`src/rtl/uart_tx_pkg.sv`:
```
// Shared UART definitions: FSM state encoding and legal parameter ranges.
// Intended to be reused by the companion uart_rx.
package uart_tx_pkg;

    localparam int STATE_W = 3;

    typedef enum logic [STATE_W-1:0] {
        ST_IDLE   = 3'd0,
        ST_START  = 3'd1,
        ST_DATA   = 3'd2,
        ST_PARITY = 3'd3,
        ST_STOP   = 3'd4
    } uart_state_e;

    localparam int DATA_BITS_MIN  = 5;
    localparam int DATA_BITS_MAX  = 8;
    localparam int STOP_BITS_MIN  = 1;
    localparam int STOP_BITS_MAX  = 2;
    localparam int OVERSAMPLE_MIN = 2;
    localparam int OVERSAMPLE_MAX = 16;

    // Counter widths sized for the largest legal configuration.
    localparam int TICK_W = 4;
    localparam int BIT_W  = 3;

endpackage

```
`src/rtl/uart_tx.sv`:
```
// UART transmit serializer: start, DATA_BITS LSB-first, optional parity (UART_PARITY_EN), stop bit(s).
// Latency: tx drops to the start level one clk after the tx_valid/tx_ready handshake.
// Backpressure: tx_ready is high only in IDLE; requests while busy are ignored.
module uart_tx
    import uart_tx_pkg::*;
#(
    parameter int DATA_BITS  = 8,
    parameter int STOP_BITS  = 1,
    parameter int OVERSAMPLE = 16
) (
    input  logic                 clk,
    input  logic                 reset_n,
    input  logic                 s_tick,
    input  logic [DATA_BITS-1:0] tx_data,
    input  logic                 tx_valid,
    output logic                 tx_ready,
    output logic                 tx,
    output logic                 tx_busy,
    output logic                 tx_done
`ifdef UART_PARITY_EN
    ,
    input  logic                 parity_odd
`endif
);

    if (DATA_BITS < DATA_BITS_MIN || DATA_BITS > DATA_BITS_MAX) begin : g_bad_data_bits
        $error("uart_tx: DATA_BITS out of range");
    end
    if (STOP_BITS < STOP_BITS_MIN || STOP_BITS > STOP_BITS_MAX) begin : g_bad_stop_bits
        $error("uart_tx: STOP_BITS out of range");
    end
    if (OVERSAMPLE < OVERSAMPLE_MIN || OVERSAMPLE > OVERSAMPLE_MAX) begin : g_bad_oversample
        $error("uart_tx: OVERSAMPLE out of range");
    end

    uart_state_e          state_q, state_d;
    logic [TICK_W-1:0]    tick_q, tick_d;
    logic [BIT_W-1:0]     bit_q, bit_d;
    logic [DATA_BITS-1:0] shreg_q, shreg_d;
    logic                 tx_d;
    logic                 bit_end;
    logic                 last_data;
    logic                 last_stop;
`ifdef UART_PARITY_EN
    logic                 par_q, par_d;
`endif

    assign bit_end   = s_tick && (tick_q == TICK_W'(OVERSAMPLE - 1));
    assign last_data = (bit_q == BIT_W'(DATA_BITS - 1));
    assign last_stop = (bit_q == BIT_W'(STOP_BITS - 1));
    assign tx_ready  = (state_q == ST_IDLE);
    assign tx_busy   = (state_q != ST_IDLE);

    always_comb begin
        state_d = state_q;
        tick_d  = tick_q;
        bit_d   = bit_q;
        shreg_d = shreg_q;
        tx_done = 1'b0;
`ifdef UART_PARITY_EN
        par_d   = par_q;
`endif
        // The tick counter only runs inside a frame; a tick on the handshake cycle is dropped.
        if (state_q != ST_IDLE && s_tick) begin
            tick_d = bit_end ? '0 : tick_q + 1'b1;
        end

        case (state_q)
            ST_IDLE: begin
                if (tx_valid) begin
                    state_d = ST_START;
                    shreg_d = tx_data;
                    tick_d  = '0;
                    bit_d   = '0;
`ifdef UART_PARITY_EN
                    par_d   = ^tx_data ^ parity_odd;
`endif
                end
            end
            ST_START: begin
                if (bit_end) begin
                    state_d = ST_DATA;
                end
            end
            ST_DATA: begin
                if (bit_end) begin
                    shreg_d = shreg_q >> 1;
                    if (last_data) begin
                        bit_d = '0;
`ifdef UART_PARITY_EN
                        state_d = ST_PARITY;
`else
                        state_d = ST_STOP;
`endif
                    end else begin
                        bit_d = bit_q + 1'b1;
                    end
                end
            end
`ifdef UART_PARITY_EN
            ST_PARITY: begin
                if (bit_end) begin
                    state_d = ST_STOP;
                end
            end
`endif
            ST_STOP: begin
                // bit_q counts stop bits here; the frame completes on the last tick of the last one.
                if (bit_end) begin
                    if (last_stop) begin
                        tx_done = 1'b1;
                        state_d = ST_IDLE;
                        bit_d   = '0;
                    end else begin
                        bit_d = bit_q + 1'b1;
                    end
                end
            end
            default: begin
                state_d = ST_IDLE;
            end
        endcase
    end

    // The line level follows the state being entered, so tx is a clean register.
    always_comb begin
        tx_d = 1'b1;
        case (state_d)
            ST_START:  tx_d = 1'b0;
            ST_DATA:   tx_d = shreg_d[0];
`ifdef UART_PARITY_EN
            ST_PARITY: tx_d = par_d;
`endif
            default:   tx_d = 1'b1;
        endcase
    end

    always_ff @(posedge clk or negedge reset_n) begin
        if (!reset_n) begin
            state_q <= ST_IDLE;
            tick_q  <= '0;
            bit_q   <= '0;
            shreg_q <= '0;
            tx      <= 1'b1;
`ifdef UART_PARITY_EN
            par_q   <= 1'b0;
`endif
        end else begin
            state_q <= state_d;
            tick_q  <= tick_d;
            bit_q   <= bit_d;
            shreg_q <= shreg_d;
            tx      <= tx_d;
`ifdef UART_PARITY_EN
            par_q   <= par_d;
`endif
        end
    end

endmodule

```
`config.mk`:
```
export PLATFORM = sky130hd
export DESIGN_NAME = uart_tx
export DESIGN_NICKNAME = d
export VERILOG_FILES = /design/src/rtl/uart_tx_pkg.sv /design/src/rtl/uart_tx.sv
export SDC_FILE = /design/constraint.sdc
export NUM_CORES = 1
export LEC_CHECK = 0
export BUFFER_PORTS_ARGS = -buffer_cell sky130_fd_sc_hd__buf_2
export CAP_MARGIN = 15
export CORE_UTILIZATION = 58
export CTS_CLUSTER_SIZE = 25
export DETAILED_ROUTE_END_ITERATION = 7
export GPL_ROUTABILITY_DRIVEN = 0
export PLACE_DENSITY = 0.85
export SYNTH_ARGS = -nofsm -noshare
export SYNTH_HDL_FRONTEND = slang
export SYNTH_SLANG_ARGS = --single-unit
```
`constraint.sdc`:
```
create_clock -name clk -period 3.1 [get_ports clk]
set_input_delay 0.62 -clock clk [delete_from_list [all_inputs] [get_ports clk]]
set_output_delay 0.62 -clock clk [all_outputs]
set_load 0.02 [all_outputs]
```
==> run_results.csv <==
group,metric,value,unit
status,status,"complete, no violations",
drt,avgRoutedWirePerCell,14.1,microns
sta,min_period,2510,ps
power,total_power,817,uW
sta,fin_skew,2.84,ps
synthesis,syn_area,1030,sq um
floorplanning,die-area,1950,sq um
synthesis,synth_common_cells,"18 x dfrtp_1, 17 x nand2_1, 7 x a22oi_1, 7 x inv_1",
cells_and_area,area_growth,9.22,%
sta,tns,0,ps
synthesis,synth-edff-count,0,
clock_network,cts-buffers-inserted,3,
clock_network,clk_latency,290,ps
worst_setup_path,crit_path_max_fanout,6,
cells_and_area,finalNetCount,134,
floorplanning,die_h,44.2,microns
synthesis,seq_area_frac_synth,0.462,
worst_setup_path,crit_type,"reg -> out",
cells_and_area,diodes,0,
global_routing,antenna_found_initial,0,
global_routing,grt_pass1_vias,832,
synthesis,ys_seq_elements,19,
cells_and_area,fill_cells,117,
floorplanning,ios,16,
worst_setup_path,critPathLaunchType,"register",
power,p_leak,0.583,nW
drt,vias,818,
clock_network,clk_pin_slew,100,ps
clock_network,cts_hold_buf,0,
clock_network,cts-resized-gates,0,
worst_setup_path,cp-end-kind,"output port",
clock_network,cts-root-buf,"clkbuf_4",
sta,setup_violations,0,
sta,worst_pin_slew,500,ps
drt,drc,0,
global_routing,grt_use_total,0.243,
floorplanning,start_util,0.654,
drt,final_antenna_net_count,0,
synthesis,yosysWarningCount,0,
sta,timing.fmax,399,MHz
place,dp.cells,129,
sta,relSlewSlack,0.665,
synthesis,synth.distinct_cells,39,
clock_network,cts_tree,"built",
synthesis,yosysMostFrequentCell,"dfrtp_1",
synthesis,ys_async_sr_fraction,1.00,
power,powerDensity,725,nW/um^2
min_path,min_path_type,"in -> async",
floorplanning,num_rows,14,
synthesis,syn_inst,103,
power,ir_drop,0.000565,V
synthesis,synth_nets,119,
floorplanning,chipWidth,44.2,microns
global_routing,grt_first_pass_wirelength,3460,microns
flow_run,cap_violations,0,
place,dpl.hpwl,1400,microns
synthesis,synth_area_leader_cell,"dfrtp_1",
global_routing,grt_max_degree,20,
synthesis,synth_top_area_share,0.437,
global_routing,grt-ovfl-total,0,
sta,slew_violations,0,
worst_setup_path,arrival,1890,ps
drt,first_iter_violations,23,
sta,period_share,0.808,
clock_network,cts_buffer_depth,2,
synthesis,avgSynthCellArea,10.0,sq um
sta,rsz0062_at_grt,"false",
cells_and_area,drive_above_1_share,0.214,
floorplanning,core,1580,sq um
cells_and_area,finalNonFillerCells,133,
drt,vias_per_cell,6.15,
sta,finalHoldWorstSlack,241,ps
cells_and_area,seq_area,477,sq um
drt,wl,1880,microns
place,io_buffers,15,
synthesis,synth_area_leaders,"dfrtp_1 44%, nand2_1 6.2%, a22oi_1 5.1%",
worst_setup_path,crit_required,2480,ps
clock_network,clock_sink_count,19,
clock_network,cts_setup_buffers,0,
sta,hold_viol,0,
clock_network,cts_max_level,1,
cells_and_area,multi_input_area,493,sq um
drt,drtPass1Iterations,6,
synthesis,synth_ff_type,"dfrtp_1",
-- per-layer routing --
| metal | global-route usage | up-vias | part of all wire |
|---|---|---|---|
| met5 | 0 | - | 0 |
| met4 | 0.121 | 0 | 0.023 |
| met3 | 0.0449 | 7 | 0.029 |
| met2 | 0.403 | 17 | 0.47 |
| met1 | 0.305 | 392 | 0.48 |
| li1 | - | 402 | - |
-- stage by stage --
step                       util  setup slack, ps  cell area [sq um]
after global routing      0.714              522               1130
after CTS                 0.714              606               1130
after floorplan               -              895               1030
after detailed placement  0.697              872               1100
final                     0.714              594               1130
after global placement    0.697              908               1100
-- logic make-up after synthesis --
group,synth area share
flip-flops,0.462
buffers and inverters,0.0595
adder cells (fa/ha/maj),0.0485
XOR/XNOR,0.00850
AND/OR/NAND/NOR,0.216
AO/OA/AOI/OAI,0.205
-- cell type report --
cell class | instances | share of cell area
multi-input combinational | 71 | 0.438
sequential | 19 | 0.423
timing repair buffer | 16 | 0.0733
inverter | 7 | 0.0233
clock buffer | 3 | 0.0200
tap | 16 | 0.0178
clock inverter | 1 | 0.00444
-- where the power goes --
group | internal [mW] | switching (mW) | total (mW) | leakage [nW]
sequential | 0.338 | 0.0749 | 0.413 | 0.240
clock | 0.0480 | 0.0727 | 0.121 | 0.0177
combinational | 0.125 | 0.158 | 0.283 | 0.326
-- worst max-delay path: stages, from the launching register on --
cell and delay, ps:
dfrtp_1 430, ha_1 270, nand4_1 180, or2_2 340, nor3b_1 190, buf_2 190
-- path summary, 6_finish.rpt --
check,from,endpoint,slack (ps),cells after the start
worst max-delay path,tick_q[0]$_DFF_PN0_,tx_done,590,5
max in group asynchronous,reset_n,tx$_DFF_PN1_,2530,1
worst max register to register,tick_q[0]$_DFF_PN0_,tx$_DFF_PN1_,1220,5
worst min register to register,shreg_q[5]$_DFFE_PN0P_,shreg_q[5]$_DFFE_PN0P_,490,2
worst min-delay path,reset_n,tick_q[2]$_DFF_PN0_,240,1
min in group clk,shreg_q[5]$_DFFE_PN0P_,shreg_q[5]$_DFFE_PN0P_,490,2
-- state kept, by name (all words and copies together) (netlist names) --
| name | cells |
|---|---|
| state_q | 3 |
| shreg_q | 8 |
| tick_q | 4 |
| bit_q | 3 |
| tx | 1 |
-- layout by cell type, fill, tap and decap left out, types with 2 or more instances in the layout --
master,n
a21o_1,3
a21oi_1,3
a22oi_1,7
a31oi_1,3
a32o_1,2
and3_1,3
buf_2,15
clkbuf_4,3
dfrtp_1,18
ha_1,4
inv_1,7
nand2_1,17
nand2b_1,2
nor3b_1,2
o21ai_0,4
(Power assumes the default switching activity.)
